`config.mk`:
```
export PLATFORM = sky130hd
export DESIGN_NAME = devil_snoop_master
export DESIGN_NICKNAME = d
export VERILOG_FILES = /design/src/rtl/devil_pkg.sv /design/src/rtl/devil_snoop_master.sv
export SDC_FILE = /design/constraint.sdc
export NUM_CORES = 2
export LEC_CHECK = 0
export BUFFER_PORTS_ARGS = -buffer_cell sky130_fd_sc_hd__buf_2
export CAP_MARGIN = 30
export CORE_AREA = 2 2 334 336
export CTS_BUF_LIST = sky130_fd_sc_hd__clkbuf_16
export DETAILED_ROUTE_END_ITERATION = 10
export DIE_AREA = 0 0 336 338
export PLACE_DENSITY_LB_ADDON = 0.1
export SLEW_MARGIN = 0
export SYNTH_ARGS = -nofsm -noshare
export SYNTH_HDL_FRONTEND = slang
export SYNTH_SLANG_ARGS = --single-unit
export TNS_END_PERCENT = 50
```
`constraint.sdc`:
```
create_clock -name ace_aclk -period 23.9 [get_ports ace_aclk]
set_clock_uncertainty 0.15 [all_clocks]
set_input_delay 2.39 -clock ace_aclk [delete_from_list [all_inputs] [get_ports ace_aclk]]
set_output_delay 2.39 -clock ace_aclk [all_outputs]
set_load 0.02 [all_outputs]
```
`src/rtl/devil_pkg.sv`:
```
// Shared types and constants for the ACE snoop initiator: FSM states,
// status register layout, CRRESP bit positions and ACSNOOP opcodes.
package devil_pkg;

  typedef enum logic [2:0] {
    ST_IDLE    = 3'd0,
    ST_ISSUE   = 3'd1,
    ST_WAIT_CR = 3'd2,
    ST_WAIT_CD = 3'd3,
    ST_DONE    = 3'd4
  } state_e;

  // Status register bit positions
  localparam int unsigned STAT_DONE       = 0;
  localparam int unsigned STAT_BUSY       = 1;
  localparam int unsigned STAT_TIMEOUT    = 2;
  localparam int unsigned STAT_LAST_ERR   = 3;
  localparam int unsigned STAT_CRRESP_LSB = 4;
  localparam int unsigned STAT_BEATS_LSB  = 9;
  localparam int unsigned STAT_BEATS_W    = 3;

  localparam int unsigned CRRESP_W  = 5;
  localparam int unsigned ACSNOOP_W = 4;
  localparam int unsigned ACPROT_W  = 3;

  // CRRESP bit positions
  localparam int unsigned CRRESP_DATA_TRANSFER = 0;
  localparam int unsigned CRRESP_ERROR         = 1;
  localparam int unsigned CRRESP_PASS_DIRTY    = 2;
  localparam int unsigned CRRESP_IS_SHARED     = 3;
  localparam int unsigned CRRESP_WAS_UNIQUE    = 4;

  // ACSNOOP opcodes
  localparam logic [ACSNOOP_W-1:0] ACSNOOP_READ_ONCE        = 4'b0000;
  localparam logic [ACSNOOP_W-1:0] ACSNOOP_READ_SHARED      = 4'b0001;
  localparam logic [ACSNOOP_W-1:0] ACSNOOP_READ_CLEAN       = 4'b0010;
  localparam logic [ACSNOOP_W-1:0] ACSNOOP_READ_NOT_SH_DIRTY = 4'b0011;
  localparam logic [ACSNOOP_W-1:0] ACSNOOP_READ_UNIQUE      = 4'b0111;
  localparam logic [ACSNOOP_W-1:0] ACSNOOP_CLEAN_SHARED     = 4'b1000;
  localparam logic [ACSNOOP_W-1:0] ACSNOOP_CLEAN_INVALID    = 4'b1001;
  localparam logic [ACSNOOP_W-1:0] ACSNOOP_MAKE_INVALID     = 4'b1101;
  localparam logic [ACSNOOP_W-1:0] ACSNOOP_DVM_COMPLETE     = 4'b1110;
  localparam logic [ACSNOOP_W-1:0] ACSNOOP_DVM_MESSAGE      = 4'b1111;

  // Low byte of the control register
  typedef struct packed {
    logic [ACPROT_W-1:0]  acprot;
    logic [ACSNOOP_W-1:0] acsnoop;
    logic                 en;
  } ctrl_t;

  function automatic logic crresp_has_data(input logic [CRRESP_W-1:0] resp);
    return resp[CRRESP_DATA_TRANSFER];
  endfunction

endpackage

```
`src/rtl/devil_snoop_master.sv`:
```
// Register-driven ACE snoop initiator: issues one AC request per enable,
// collects the CR response and optional CD line, and reports status/latency.
module devil_snoop_master
  import devil_pkg::*;
#(
  parameter int unsigned C_S_AXI_DATA_WIDTH = 32,
  parameter int unsigned C_ACE_DATA_WIDTH   = 128,
  parameter int unsigned C_ACE_ADDR_WIDTH   = 44,
  parameter int unsigned CD_BEATS           = 4
) (
  input  logic                                   ace_aclk,
  input  logic                                   ace_areset,
  input  logic [C_S_AXI_DATA_WIDTH-1:0]          i_control_reg,
  input  logic [C_S_AXI_DATA_WIDTH-1:0]          i_addr_reg,
  input  logic [C_S_AXI_DATA_WIDTH-1:0]          i_timeout_reg,
  output logic [C_S_AXI_DATA_WIDTH-1:0]          o_status_reg,
  output logic [31:0]                            o_latency,
  output logic [CD_BEATS*C_ACE_DATA_WIDTH-1:0]   o_cd_line,
  output logic                                   o_acvalid,
  input  logic                                   i_acready,
  output logic [C_ACE_ADDR_WIDTH-1:0]            o_acaddr,
  output logic [3:0]                             o_acsnoop,
  output logic [2:0]                             o_acprot,
  input  logic                                   i_crvalid,
  output logic                                   o_crready,
  input  logic [4:0]                             i_crresp,
  input  logic                                   i_cdvalid,
  output logic                                   o_cdready,
  input  logic [C_ACE_DATA_WIDTH-1:0]            i_cddata,
  input  logic                                   i_cdlast
);

  localparam int unsigned RW = C_S_AXI_DATA_WIDTH;
  localparam int unsigned DW = C_ACE_DATA_WIDTH;
  localparam int unsigned AW = C_ACE_ADDR_WIDTH;
  localparam int unsigned LW = CD_BEATS * C_ACE_DATA_WIDTH;
  localparam int unsigned BW = $clog2(CD_BEATS + 1);

  state_e                state_q;
  logic                  acvalid_q;
  logic [AW-1:0]         acaddr_q;
  logic [ACSNOOP_W-1:0]  acsnoop_q;
  logic [ACPROT_W-1:0]   acprot_q;
  logic                  crready_q;
  logic                  cdready_q;
  logic                  done_q;
  logic                  busy_q;
  logic                  timeout_q;
  logic                  last_err_q;
  logic [CRRESP_W-1:0]   crresp_q;
  logic [BW-1:0]         beats_q;
  logic [31:0]           latency_q;
  logic [LW-1:0]         line_q;
  logic [RW-1:0]         tmo_q;

  ctrl_t                 ctrl_c;
  logic [RW-1:0]         tmo_inc_c;
  logic                  tmo_hit_c;
  logic [31:0]           lat_inc_c;
  logic                  last_slot_c;
  logic [RW-1:0]         status_c;
  logic                  unused_ctrl_c;

  assign ctrl_c        = ctrl_t'(i_control_reg[7:0]);
  assign unused_ctrl_c = ^i_control_reg[RW-1:8];

  // Watchdog: fires when the cycle count in the current wait state reaches the limit
  assign tmo_inc_c   = tmo_q + RW'(1);
  assign tmo_hit_c   = (i_timeout_reg != '0) && (tmo_inc_c == i_timeout_reg);
  assign lat_inc_c   = (&latency_q) ? latency_q : latency_q + 32'd1;
  assign last_slot_c = (beats_q == BW'(CD_BEATS - 1));

  always_ff @(posedge ace_aclk or posedge ace_areset) begin
    if (ace_areset) begin
      state_q    <= ST_IDLE;
      acvalid_q  <= 1'b0;
      acaddr_q   <= '0;
      acsnoop_q  <= '0;
      acprot_q   <= '0;
      crready_q  <= 1'b0;
      cdready_q  <= 1'b0;
      done_q     <= 1'b0;
      busy_q     <= 1'b0;
      timeout_q  <= 1'b0;
      last_err_q <= 1'b0;
      crresp_q   <= '0;
      beats_q    <= '0;
      latency_q  <= '0;
      line_q     <= '0;
      tmo_q      <= '0;
    end else begin
      case (state_q)
        ST_IDLE: begin
          if (!ctrl_c.en) begin
            done_q <= 1'b0;
          end else if (!done_q) begin
            state_q    <= ST_ISSUE;
            acvalid_q  <= 1'b1;
            busy_q     <= 1'b1;
            acaddr_q   <= AW'(i_addr_reg);
            acsnoop_q  <= ctrl_c.acsnoop;
            acprot_q   <= ctrl_c.acprot;
            timeout_q  <= 1'b0;
            last_err_q <= 1'b0;
            crresp_q   <= '0;
            beats_q    <= '0;
            latency_q  <= '0;
            line_q     <= '0;
          end
        end

        // Request stays up until accepted; no watchdog here
        ST_ISSUE: begin
          if (i_acready) begin
            acvalid_q <= 1'b0;
            crready_q <= 1'b1;
            latency_q <= '0;
            tmo_q     <= '0;
            state_q   <= ST_WAIT_CR;
          end
        end

        ST_WAIT_CR: begin
          latency_q <= lat_inc_c;
          if (i_crvalid) begin
            crready_q <= 1'b0;
            crresp_q  <= i_crresp;
            tmo_q     <= '0;
            if (crresp_has_data(i_crresp)) begin
              cdready_q <= 1'b1;
              state_q   <= ST_WAIT_CD;
            end else begin
              done_q  <= 1'b1;
              busy_q  <= 1'b0;
              state_q <= ST_DONE;
            end
          end else if (tmo_hit_c) begin
            crready_q <= 1'b0;
            timeout_q <= 1'b1;
            done_q    <= 1'b1;
            busy_q    <= 1'b0;
            state_q   <= ST_DONE;
          end else begin
            tmo_q <= tmo_inc_c;
          end
        end

        ST_WAIT_CD: begin
          if (i_cdvalid) begin
            for (int unsigned b = 0; b < CD_BEATS; b++) begin
              if (beats_q == BW'(b)) line_q[b*DW +: DW] <= i_cddata;
            end
            if (beats_q != BW'(CD_BEATS)) beats_q <= beats_q + BW'(1);
          end
          // Line ends on the flagged beat or the final slot; a mismatch is a framing error
          if (i_cdvalid && (i_cdlast || last_slot_c)) begin
            cdready_q  <= 1'b0;
            last_err_q <= i_cdlast ^ last_slot_c;
            done_q     <= 1'b1;
            busy_q     <= 1'b0;
            state_q    <= ST_DONE;
          end else if (tmo_hit_c) begin
            cdready_q <= 1'b0;
            timeout_q <= 1'b1;
            done_q    <= 1'b1;
            busy_q    <= 1'b0;
            state_q   <= ST_DONE;
          end else begin
            tmo_q <= tmo_inc_c;
          end
        end

        ST_DONE: begin
          state_q <= ST_IDLE;
        end

        default: begin
          state_q   <= ST_IDLE;
          acvalid_q <= 1'b0;
          crready_q <= 1'b0;
          cdready_q <= 1'b0;
          busy_q    <= 1'b0;
        end
      endcase
    end
  end

  always_comb begin
    status_c                                     = '0;
    status_c[STAT_DONE]                          = done_q;
    status_c[STAT_BUSY]                          = busy_q;
    status_c[STAT_TIMEOUT]                       = timeout_q;
    status_c[STAT_LAST_ERR]                      = last_err_q;
    status_c[STAT_CRRESP_LSB +: CRRESP_W]        = crresp_q;
    status_c[STAT_BEATS_LSB +: STAT_BEATS_W]     = STAT_BEATS_W'(beats_q);
  end

  assign o_status_reg = status_c;
  assign o_latency    = latency_q;
  assign o_cd_line    = line_q;
  assign o_acvalid    = acvalid_q;
  assign o_acaddr     = acaddr_q;
  assign o_acsnoop    = acsnoop_q;
  assign o_acprot     = acprot_q;
  assign o_crready    = crready_q;
  assign o_cdready    = cdready_q;

endmodule
```
==> qor.yml <==
logic_synthesis:
  ys_seq_elements: 633
  synth_ff_type: "dfrtp_1"
  synth.most_common_cell: "nand2_1"
  synth_top_area_share_pct: 61.4
  ys_async_sr_fraction_pct: 100
  synth_edf_count: 0
  avgSynthCellArea_um2: 9.58
  postSynthCellCount: 2691
  ys_seq_area_share_pct: 61.4
  synth_area_mm2: 0.0258
  ys_top_cells_by_count: "nand2_1 (821), dfrtp_1 (633), o21ai_0 (565)"
  ys_warn_count: 0
  yosysTopAreaCell: "dfrtp_1"
  yosys-top-cells-area: "dfrtp_1 (61%), nand2_1 (12%), o21ai_0 (11%), clkbuf_1 (2.3%), buf_4 (1.1%)"
  synthDistinctLibCells: 65
sta:
  grt_setup_unrepaired: "false"
  slew_violations: 0
  period_share_pct: 21.7
  fmax_mhz: 193
  setup_viol: 0
  hold_viol_final: 0
  worst_hold_slack_ns: 0.314
  tns_ns: 0
  fin_crit_ns: 5.19
  worstMarginPinSlew_ns: 0.957
  maxSlewHeadroom_pct: 36.2
cts:
  cts_hold_buffers: 0
  clockRootBuffer: "clkbuf_16"
  postCtsSetupBuffers: 0
  cts_tree: "yes"
  cts_buffers: 79
  path_clk_slew_ns: 0.05
  insertion_delay_ns: 0.63
  clkSinkCount: 633
  ctsResizeCount: 0
  cts.htree.levels: 3
  clk_path_buf_depth: 3
floorplan:
  die_area_mm2: 0.114
  rows: 122
  die_h_um: 338
  start_util_pct: 23.4
  io-pin-count: 865
  die_w_um: 336
  core_mm2: 0.110
global_route:
  grt_overflow: 0
  grt_max_degree: 188
  antenna_found_initial: 21
  grt_pass1_wl_mm: 153
  grt_pass1_vias: 21400
  track_usage_pct: 18.1
final_layout:
  layout.nets: 3677
  area_growth_pct: 30.7
  multi_input_area_mm2: 0.00906
  fill_cells: 11800
  drive_above_1_share_pct: 27.6
  register_area_mm2: 0.0158
  post-route-util_pct: 30.6
critical_path:
  crit_family: "simple AND/OR/NAND/NOR gates"
  critPathCaptureType: "flip-flop"
  cpMaxStageDelayCell: "or4_4"
  cp_num_buf_inv: 2
  critical_path.cell_chain: "buf_2, or3_1, a211oi_1, a2bb2oi_1, nand4_1, or4_4, nand3_1, buf_4, o21bai_1, a21o_1"
  crit_required_ns: 24.26
  critPathMaxStageDelay_ns: 0.73
  cp.arrival_ns: 5.55
  setup.worst_path.class: "in -> reg"
  worstPathMaxFanout: 22
  start_kind: "input pin"
route:
  routedLengthMet1_mm: 43.2
  routed.top_layer: "met5"
  drtIter0Drc: 1120
  routed-wl-met2_mm: 50.3
  drc: 0
  wl_per_cell_um: 21.2
  ant_nets: 0
  routed_wl_mm: 106
  wl_met3_mm: 8.84
  via_per_inst: 4.33
  vias: 21600
  dr.pass1.iters: 4
power_and_ir_drop:
  p_per_area_mw_per_mm2: 114
  ir_drop_v: 0.0000511
  leakagePower_uw: 0.0168
worst_hold_path:
  holdCritPathClass: "reg -> reg"
job:
  maxCapViolCount: 0
status:
  status: "finished, final reports clean"
place:
  post-dp-hpwl_mm: 77.1
  port_buffers: 808
  gp_congestion: 0.802
-- routing by layer --
metal	vias up	global-route usage (%)
li1	10600	-
met1	10200	21.9
met2	685	30.1
met3	161	6.13
met4	20	6.34
met5	-	0
-- cells in the final DEF, fill, tap and decap left out, types with 9 or more instances in the layout --
master     count
clkinv_1      25
and3_1        12
xnor2_1       28
nor2_1        53
nor3_1        12
xor2_1        23
clkbuf_16     79
o21ai_0      563
buf_4         31
buf_2        808
nand2_1      821
inv_1         33
and4_1        16
nand3_1       27
conb_1        32
clkinv_2       9
o31ai_1       26
nor4_1        25
dfrtp_1      633
a31oi_1       13
a21oi_1       26
o311ai_0      11
or3_1         12
nand4_1       26
and2_1        11
-- worst register-to-register path, delay by kind of cell (launching register included) --
kind                       cells  cell delay [ns]
and+or+nand+nor                6             2.90
AOI/OAI and AO/OA              3             0.51
DFF                            1             0.47
buffers and inverters          1             0.39
adders and majority gates      1             0.37
-- cell type report --
class	instances	area share [%]
Sequential cell	633	47.0
Multi-Input combinational cell	1855	26.9
Clock inverter	62	1.25
Clock buffer	79	5.86
Tap cell	1488	5.52
Inverter	19	0.234
Antenna cell	7	0.0520
Timing Repair Buffer	846	13.2
-- through the flow --
step,instance area (um^2),total power (uW),std cells,setup WS (ns)
after floorplan,25900,2170,2722,3.63
after global placement,31100,2740,4835,18.08
after detailed placement,31200,2750,4839,18.07
after CTS,33600,3910,4980,18.77
after global routing,33700,4080,4984,18.48
final,33700,3830,4989,18.71
-- cells by family after synthesis --
family                   share of synthesized area [%]
adder cells (fa/ha/maj)                          0.388
buffers and inverters                             4.09
AO/OA/AOI/OAI                                     14.9
other                                           0.0145
XOR/XNOR                                          1.82
AND/OR/NAND/NOR                                   17.3
flip-flops                                        61.4
-- state kept, by name, indices dropped and copies added, names as in the netlist, 3 cells and up --
name,cells
o_acaddr,32
tmo_q,32
state_q,3
o_acsnoop,4
crresp_q,5
beats_q,3
o_cd_line,512
o_latency,32
o_acprot,3
-- final timing paths --
check | startpoint | endpoint | slack [ns] | cells past startpoint
max | i_timeout_reg[5] | tmo_q[17] | 18.71 | 10
min | o_acaddr[18] | o_acaddr[18] | 0.31 | 2
max reg2reg | tmo_q[0] | tmo_q[17] | 19.00 | 11
min reg2reg | o_acaddr[18] | o_acaddr[18] | 0.31 | 2
max in group asynchronous | ace_areset | o_cd_line[495] | 19.16 | 5
min in group asynchronous | ace_areset | o_acprot[2] | 1.75 | 2
-- where the power goes --
part / total, uW / switching (uW) / leakage, uW / internal (uW)
Sequential: 1420 / 124 / 0.00871 / 1290
Clock: 1140 / 485 / 0.00123 / 652
Combinational: 1280 / 974 / 0.00691 / 304
Total: 3830 / 1580 / 0.0168 / 2250
Note: power is estimated with default switching activity, not from simulation.
